`src/rtl/seq_detector_param_pkg.sv`:
```
// Shared defaults, the match-mode type and the length-legality rule for the serial
// pattern detector and its helpers.
package seq_detector_param_pkg;

  localparam int unsigned DEF_MAX_LEN   = 4;
  localparam logic [3:0]  DEF_PATTERN_P = 4'b1011;
  localparam int unsigned DEF_LEN_P     = 4;
  localparam bit          DEF_OVERLAP_P = 1'b1;
  localparam int unsigned DEF_CNT_W     = 8;

  typedef enum logic {
    MODE_DISJOINT = 1'b0,
    MODE_OVERLAP  = 1'b1
  } match_mode_e;

  function automatic bit len_is_legal(input int unsigned len, input int unsigned max_len);
    return (len != 0) && (len <= max_len);
  endfunction

endpackage

```
`src/rtl/seq_sat_counter.sv`:
```
// Saturating up-counter with synchronous clear; holds at all-ones instead of wrapping.
module seq_sat_counter #(
  parameter int CNT_W = 8
) (
  input  logic             clk,
  input  logic             rst,
  input  logic             inc,
  input  logic             clr,
  output logic [CNT_W-1:0] q
);

  localparam logic [CNT_W-1:0] CNT_ONE = CNT_W'(1);

  logic [CNT_W-1:0] cnt_q;
  logic [CNT_W-1:0] cnt_d;

  always_comb begin
    cnt_d = cnt_q;
    if (clr) begin
      cnt_d = '0;
    end else if (inc && (cnt_q != '1)) begin
      cnt_d = cnt_q + CNT_ONE;
    end
  end

  always_ff @(posedge clk or negedge rst) begin
    if (!rst) begin
      cnt_q <= '0;
    end else begin
      cnt_q <= cnt_d;
    end
  end

  assign q = cnt_q;

endmodule

```
`src/rtl/seq_detector_param.sv`:
```
// Runtime-programmable serial pattern detector: pulses y_out one cycle after the
// accepted bit that completes the pattern, and counts matches.
module seq_detector_param
  import seq_detector_param_pkg::*;
#(
  parameter int                 MAX_LEN     = DEF_MAX_LEN,
  parameter logic [MAX_LEN-1:0] DEF_PATTERN = MAX_LEN'(DEF_PATTERN_P),
  parameter int                 DEF_LEN     = DEF_LEN_P,
  parameter bit                 DEF_OVERLAP = DEF_OVERLAP_P,
  parameter int                 CNT_W       = DEF_CNT_W,
  localparam int                LEN_W       = $clog2(MAX_LEN + 1)
) (
  input  logic               clk,
  input  logic               rst,
  input  logic               x_valid,
  input  logic               x_input,
  input  logic               cfg_load,
  input  logic [MAX_LEN-1:0] cfg_pattern,
  input  logic [LEN_W-1:0]   cfg_len,
  input  logic               cfg_overlap,
  output logic               y_out,
  output logic [CNT_W-1:0]   match_cnt,
  output logic               cfg_err
);

  localparam logic [LEN_W-1:0] FILL_MAX = LEN_W'(MAX_LEN);
  localparam logic [LEN_W-1:0] LEN_ONE  = LEN_W'(1);
  localparam logic [MAX_LEN:0] MASK_ONE = (MAX_LEN + 1)'(1);

  logic [MAX_LEN-1:0] hist_q, hist_d;
  logic [LEN_W-1:0]   fill_q, fill_d;
  logic [MAX_LEN-1:0] pat_q, pat_d;
  logic [LEN_W-1:0]   len_q, len_d;
  match_mode_e        mode_q, mode_d;
  logic               y_q, y_d;
  logic               err_q, err_d;

  logic [MAX_LEN-1:0] hist_shift;
  logic [MAX_LEN:0]   mask_wide;
  logic [MAX_LEN-1:0] mask;
  logic               cnt_inc;
  logic               cnt_clr;

  // One extra bit so that len == MAX_LEN still yields an all-ones mask.
  assign mask_wide = (MASK_ONE << len_q) - MASK_ONE;
  assign mask      = mask_wide[MAX_LEN-1:0];

  always_comb begin
    hist_d     = hist_q;
    fill_d     = fill_q;
    pat_d      = pat_q;
    len_d      = len_q;
    mode_d     = mode_q;
    err_d      = err_q;
    y_d        = 1'b0;
    cnt_inc    = 1'b0;
    cnt_clr    = 1'b0;
    hist_shift = hist_q << 1;
    hist_shift[0] = x_input;

    if (cfg_load) begin
      if (len_is_legal(32'(cfg_len), MAX_LEN)) begin
        pat_d   = cfg_pattern;
        len_d   = cfg_len;
        mode_d  = match_mode_e'(cfg_overlap);
        hist_d  = '0;
        fill_d  = '0;
        cnt_clr = 1'b1;
        err_d   = 1'b0;
      end else begin
        err_d = 1'b1;
      end
    end else if (x_valid) begin
      hist_d = hist_shift;
      fill_d = (fill_q == FILL_MAX) ? fill_q : fill_q + LEN_ONE;
      if ((fill_d >= len_q) && ((hist_shift & mask) == (pat_q & mask))) begin
        y_d     = 1'b1;
        cnt_inc = 1'b1;
        // Disjoint mode: forget every bit of this match so none is reused.
        if (mode_q == MODE_DISJOINT) begin
          fill_d = '0;
        end
      end
    end
  end

  always_ff @(posedge clk or negedge rst) begin
    if (!rst) begin
      hist_q <= '0;
      fill_q <= '0;
      pat_q  <= DEF_PATTERN;
      len_q  <= LEN_W'(DEF_LEN);
      mode_q <= match_mode_e'(DEF_OVERLAP);
      y_q    <= 1'b0;
      err_q  <= 1'b0;
    end else begin
      hist_q <= hist_d;
      fill_q <= fill_d;
      pat_q  <= pat_d;
      len_q  <= len_d;
      mode_q <= mode_d;
      y_q    <= y_d;
      err_q  <= err_d;
    end
  end

  seq_sat_counter #(
    .CNT_W (CNT_W)
  ) u_cnt (
    .clk (clk),
    .rst (rst),
    .inc (cnt_inc),
    .clr (cnt_clr),
    .q   (match_cnt)
  );

  assign y_out   = y_q;
  assign cfg_err = err_q;

endmodule

```
`config.mk`:
```
export PLATFORM = sky130hd
export DESIGN_NAME = seq_detector_param
export DESIGN_NICKNAME = d
export VERILOG_FILES = /design/src/rtl/seq_detector_param_pkg.sv /design/src/rtl/seq_sat_counter.sv /design/src/rtl/seq_detector_param.sv
export SDC_FILE = /design/constraint.sdc
export NUM_CORES = 1
export LEC_CHECK = 0
export BUFFER_PORTS_ARGS = -buffer_cell sky130_fd_sc_hd__buf_2
export CORE_ASPECT_RATIO = 1.5
export CORE_MARGIN = 1
export CORE_UTILIZATION = 54
export DETAILED_ROUTE_END_ITERATION = 8
export GPL_TIMING_DRIVEN = 0
export PLACE_DENSITY = 0.74
export SLEW_MARGIN = 30
export SYNTH_ARGS = -nofsm -noshare
export SYNTH_HDL_FRONTEND = slang
export SYNTH_SLANG_ARGS = --single-unit
```
`constraint.sdc`:
```
create_clock -name clk -period 2.8 [get_ports clk]
set_clock_uncertainty 0.2 [all_clocks]
set_input_delay 0.84 -clock clk [delete_from_list [all_inputs] [get_ports clk]]
set_output_delay 0.84 -clock clk [all_outputs]
set_load 0.05 [all_outputs]
```
Yosys cells after proc, flatten, opt, wreduce, memory -nomap -nowiden:

Index checks and enable logic that the tools add are counted.
W data, S select, Z words.

* $add $sub $neg: 3
* $lt $le $gt $ge: 2
* equality and inequality tests: 4
* shift-type cells: 1
* multiplexer cells: 17
* bitwise logic cells: 2
* reductions and logical operators: 8

Operator list (number)
* $mux W3: 9
* $mux W8: 2
* $add A8 B1 Y8 const B: 1
* $and A4 B4 Y4: 2
* $ne A8 B8 Y1 const B: 1
* $mux W1: 6
* $eq A4 B4 Y1: 1
* $reduce_and A2 Y1: 2
* $reduce_bool A2 Y1: 2
* $shl A1 B3 Y4 const A: 1
* $sub A4 B1 Y4 const B: 1
* $add A3 B1 Y3 const B: 1
* $eq A3 B3 Y1 const B: 1
* $ge A3 B3 Y1: 1
* $le A3 B3 Y1 const B: 1
* $logic_and A1 B1 Y1: 3
* $reduce_bool A3 Y1: 1
* $ne A2 B1 Y1 const B: 1

* register bits after elaboration: 24
* input bits: 13
* logic and storage cells: 45

Depth between registers and ports, before layout:

* depth in word-level cells: 11
* gate-level depth with buffers: 11
* depth with buffers taken out: 11

By module:

Synthesis repeated with hierarchy kept, for this count alone.

* cells, all modules: 133
* area, all modules: 1346.3 um^2

Modules (own cells, without submodules)
* seq_detector_param: times used 1, cells each 84, area each 882.1 um^2
* seq_sat_counter: times used 1, cells each 49, area each 464.2 um^2

Worst setup path after synthesis:

No wires, ideal clock.

* path type: flip-flop to flip-flop
* start point: register len_q[1]
* end point: register u_cnt.cnt_q[7], in the netlist u_cnt.q[7]
* setup time: 0.078 ns
* arrival: 2.246 ns
* setup slack: 0.276 ns
* cell stages (with the launch flop): 8
* period minus slack after synthesis: 2.524 ns
* path through: dfrtp_1 -> or3_4 -> ha_1 -> inv_1 -> a222oi_1 -> nand4_2 -> or4_1 -> a21oi_1

* word-level cells in the longest chain between the ends: 10

Ends and longest elaborated chain
* start, declared: line seq_detector_param.sv:33 `logic [LEN_W-1:0] len_q, len_d;`
* start signal, assigned: line seq_detector_param.sv:92 `len_q <= LEN_W'(DEF_LEN);`
* start signal, assigned: line seq_detector_param.sv:100 `len_q <= len_d;`
* $shl A1 B3 Y4: line seq_detector_param.sv:45 `assign mask_wide = (MASK_ONE << len_q) - MASK_ONE;`
* $sub A4 B1 Y4: line seq_detector_param.sv:45
* $and A4 B4 Y4: line seq_detector_param.sv:76 `if ((fill_d >= len_q) && ((hist_shift & mask) == (pat_q & mask))) begin`
* $eq A4 B4 Y1: line seq_detector_param.sv:76
* $logic_and A1 B1 Y1 (*): line seq_detector_param.sv:76
* $mux W1 (*): line seq_detector_param.sv:76
* $mux W1 (*): line seq_detector_param.sv:73 `end else if (x_valid) begin`
* $mux W1 (*): line seq_detector_param.sv:61 `if (cfg_load) begin`
* $logic_and A1 B1 Y1 (*): line seq_sat_counter.sv:21 `end else if (inc && (cnt_q != '1)) begin`
* $reduce_bool A2 Y1 (no line) (*)
* end signal, assigned: line seq_sat_counter.sv:30 `cnt_q <= cnt_d;`
* end, declared: line seq_sat_counter.sv:14 `logic [CNT_W-1:0] cnt_q;`

Every way passes the cells marked *; elsewhere a longest branch is shown, timed or not.
A chain may end at the register's enable or synchronous reset.

Worst setup path in the final report:

Same ends and word-level chain as after synthesis.

==> impl_summary.log <==
INFO  metric place_inst = 187
INFO  metric setup_violations = 0
INFO  metric fin_ws = 0.0617 ns
INFO  metric dpl_worst_slack = 0.0809 ns
INFO  metric cts_made_buffers = 3
INFO  metric place_area = 1460 µm²
INFO  metric timing.setup.critical_path_class = reg2reg
INFO  metric power.clock.fraction = 22.8%
INFO  metric ios = 23
INFO  metric switching_share = 35.6%
INFO  metric cts_root_buf = clkbuf_4
INFO  metric fillers = 211
INFO  metric timing.hold.ws = 0.270 ns
INFO  metric yosys_warnings = 0
INFO  metric timing.hold.worst_endpoint = mode_q$_DFFE_PN1P_
INFO  metric routed_wire_length_per_instance = 14.3 µm
INFO  metric floorplan.core_area = 2260 µm²
INFO  metric global_route_wire_length_before_repair = 4510 µm
INFO  metric areaGrowthSynthToFinish = 17.5%
INFO  metric layout-drive-gt1-share = 24.7%
INFO  metric die_area = 2650 µm²
INFO  metric power_report.internal_total = 0.707 mW
INFO  metric power.ir.vdd_worst = 512 µV
INFO  metric top_usage_layer = met2
INFO  metric run_status = finished clean
INFO  metric max_cap_viol_count = 0
INFO  metric finalHoldViolCount = 0
INFO  metric post-route-drc-count = 0
INFO  metric layout_commonest_cell = nand2_1
INFO  metric power.combinational.fraction = 35.4%
INFO  metric die_height = 62.6 µm
INFO  metric post-route-cell-area = 1550 µm²
INFO  metric hold_class = reg2reg
INFO  metric cts_hold_buffers = 0
INFO  metric timing.slew.headroom = 64.0%
INFO  metric critPathLaunchType = flip-flop
INFO  metric die-width = 42.4 µm
INFO  metric grt_start_max_net_pins = 25
INFO  metric drt_iter0_markers = 25
INFO  metric detail_route.wirelength = 2760 µm
INFO  metric power.static_leakage = 0.770 nW
INFO  metric ys_types = 34
INFO  metric pwr-share-seq = 41.8%
INFO  metric standard_cell_row_count = 21
INFO  metric cp_data_required_time = 2.86 ns
INFO  metric clock.fmax = 365 MHz
INFO  metric antenna_left = 0
INFO  metric syn-instance-count = 142
INFO  metric pwr_density_cell = 707 nW/µm²
INFO  metric globalRouteTotalUtil = 21.9%
INFO  metric mappedNetlistNets = 162
INFO  metric stdcell_count = 193
INFO  metric path_max_fanout = 7
INFO  metric start_util = 58.4%
INFO  metric clock_path_buffers = 2
INFO  metric reg2reg_to = u_cnt.q[7]$_DFFE_PN0P_
INFO  metric final_max_slew_viol_count = 0
INFO  metric syn-mean-instance-area = 9.30 µm²
INFO  metric htreeDepth = 1
INFO  metric cp.arrival = 2.80 ns
INFO  metric synth_seq_area_share = 46.0%
INFO  metric antenna-diode-count = 0
INFO  metric routed-via-count = 1,082
INFO  metric fin_nets = 191
INFO  metric grt.met1_usage = 25.5%
INFO  metric grt_use_met2 = 40.2%
INFO  metric switchingPower = 0.391 mW
INFO  metric use_met3 = 2.02%
INFO  metric tritoncts = built
INFO  metric worstSetupEndpointType = flip-flop
INFO  metric detail_route.vias_per_cell = 5.61
INFO  metric port_buffer_count = 22
INFO  metric dp_hpwl = 2050 µm
INFO  metric layout.cells.most_common_list = 35 x nand2_1, 22 x buf_2, 19 x dfrtp_1
INFO  metric cts_sinks = 24
INFO  metric synth-seq-cells = 24
INFO  metric gr-total-overflow = 0
INFO  metric via_count_of_the_first_global_routing_pass = 1,095
INFO  metric worst_hold_path.num_cells = 2
INFO  metric fin_crit = 2.74 ns
INFO  metric firstDrtPassIters = 5
INFO  metric cts.reportedPaths.clkPinSlew = 0.14 ns
INFO  metric tightestPinTransition = 0.540 ns
INFO  metric reg2reg_depth = 8
INFO  metric grt_antenna_before_repair = 0
INFO  metric start_point_of_the_worst_hold_path = mode_q$_DFFE_PN1P_
INFO  metric rrSetupSlack = 0.06 ns
INFO  metric fin_total_pwr = 1.10 mW
INFO  metric tcrit_tclk_final = 97.8%
INFO  metric finalCoreUtilization = 68.7%
INFO  metric r2r_start = len_q[1]$_DFFE_PN0P_
INFO  metric placer_s_final_routability_congestion_estimate = 0.831
INFO  metric clk_latency = 0.32 ns
INFO  metric setup-tns-final = 0 ns
INFO  metric syn-cell-area = 1320 µm²
[synthesized netlist by cell type]
| library cell | count | area (µm²) |
|---|---|---|
| a222oi_1 | 1 | 10.0 |
| nor2b_1 | 2 | 12.5 |
| nor2_1 | 6 | 22.5 |
| inv_1 | 8 | 30.0 |
| and4b_1 | 1 | 10.0 |
| a21oi_1 | 5 | 25.0 |
| a21boi_0 | 1 | 7.51 |
| a211o_1 | 1 | 8.76 |
| nand2_1 | 35 | 131 |
| nand3_1 | 6 | 30.0 |
| or3_1 | 1 | 6.26 |
| mux2_2 | 2 | 22.5 |
| clkbuf_1 | 4 | 15.0 |
| o2111ai_1 | 1 | 8.76 |
| a311oi_1 | 1 | 8.76 |
| o21ai_0 | 8 | 40.0 |
| or4_1 | 2 | 15.0 |
| o21bai_1 | 1 | 7.51 |
| a31oi_1 | 1 | 6.26 |
| o31ai_1 | 3 | 22.5 |
| dfstp_2 | 5 | 131 |
| or4bb_1 | 1 | 11.3 |
| o32ai_1 | 1 | 8.76 |
| or3_4 | 1 | 11.3 |
| and4_1 | 2 | 17.5 |
| xnor2_1 | 2 | 17.5 |
| dfrtp_1 | 19 | 475 |
| nand2b_1 | 3 | 18.8 |
| mux2i_1 | 4 | 40.0 |
| nand4_1 | 1 | 6.26 |
| ha_1 | 7 | 87.6 |
| and2_1 | 1 | 6.26 |
| xor2_1 | 4 | 35.0 |
| nand4_2 | 1 | 12.5 |
[worst max-delay path by stage]
stage                           from                      to  slack, ns  cells after the start
2_1_floorplan   len_q[1]$_DFFE_PN0P_  u_cnt.q[7]$_DFFE_PN0P_       0.28                      7
3_3_place_gp   fill_q[0]$_DFFE_PN0P_  u_cnt.q[7]$_DFFE_PN0P_       0.13                     10
3_5_place_dp    len_q[1]$_DFFE_PN0P_  u_cnt.q[5]$_DFFE_PN0P_       0.08                      7
4_1_cts        fill_q[0]$_DFFE_PN0P_  u_cnt.q[5]$_DFFE_PN0P_       0.04                     10
5_1_grt         len_q[1]$_DFFE_PN0P_  u_cnt.q[7]$_DFFE_PN0P_      -0.04                      8
6_report        len_q[1]$_DFFE_PN0P_  u_cnt.q[7]$_DFFE_PN0P_       0.06                      8
[sequential cells by signal, summed over array words and instances (netlist names)]
name and flops:
mode_q 1, hist_q 3, y_out 1, u_cnt.q 8
cfg_err 1, fill_q 3, len_q 3, pat_q 4
[critical path: stages, from the launching register on]
cell and delay (ns):
dfrtp_1 0.45, or3_4 0.41, ha_2 0.31, inv_1 0.03, a222oi_1 0.30, buf_4 0.19, nand4_4 0.15, or4_1 0.50
a21oi_1 0.14
[kinds of logic after synthesis]
kind of cell | Yosys count | share of synthesized area [%]
XOR/XNOR | 6 | 3.98
adder cells (fa/ha/maj) | 7 | 6.63
flip-flops | 24 | 46.0
multiplexers | 6 | 4.74
AND/OR/NAND/NOR | 63 | 23.6
AO/OA/AOI/OAI | 24 | 11.7
buffers and inverters | 12 | 3.41
[final cells by class]
class	count	area, µm²	share of cell area, %
Buffer	4	15.0	0.968
Clock buffer	3	22.5	1.45
Clock inverter	1	30.0	1.94
Inverter	8	30.0	1.94
Multi-Input combinational cell	106	693	44.7
Sequential cell	24	607	39.1
Tap cell	23	28.8	1.85
Timing Repair Buffer	24	125	8.06
[routing by layer]
| metal | share of wire [%] | wire (µm) |
|---|---|---|
| met5 | 0 | 0 |
| met4 | 1.9 | 53 |
| met3 | 2.0 | 56 |
| met2 | 53 | 1460 |
| met1 | 43 | 1190 |
[power groups by stage]
stage,logic (mW),clock network (mW),registers [mW]
global placement,0.327,0,0.461
CTS,0.343,0.252,0.460
global route,0.435,0.268,0.466
detailed placement,0.342,0,0.467
finish,0.389,0.250,0.459
floorplan,0.214,0,0.496
[repair_timing]
item,in CTS,in global routing
gates resized for setup,0,7
setup endpoints to repair,0,7
buffers inserted,0,2
(Power assumes the default switching activity.)
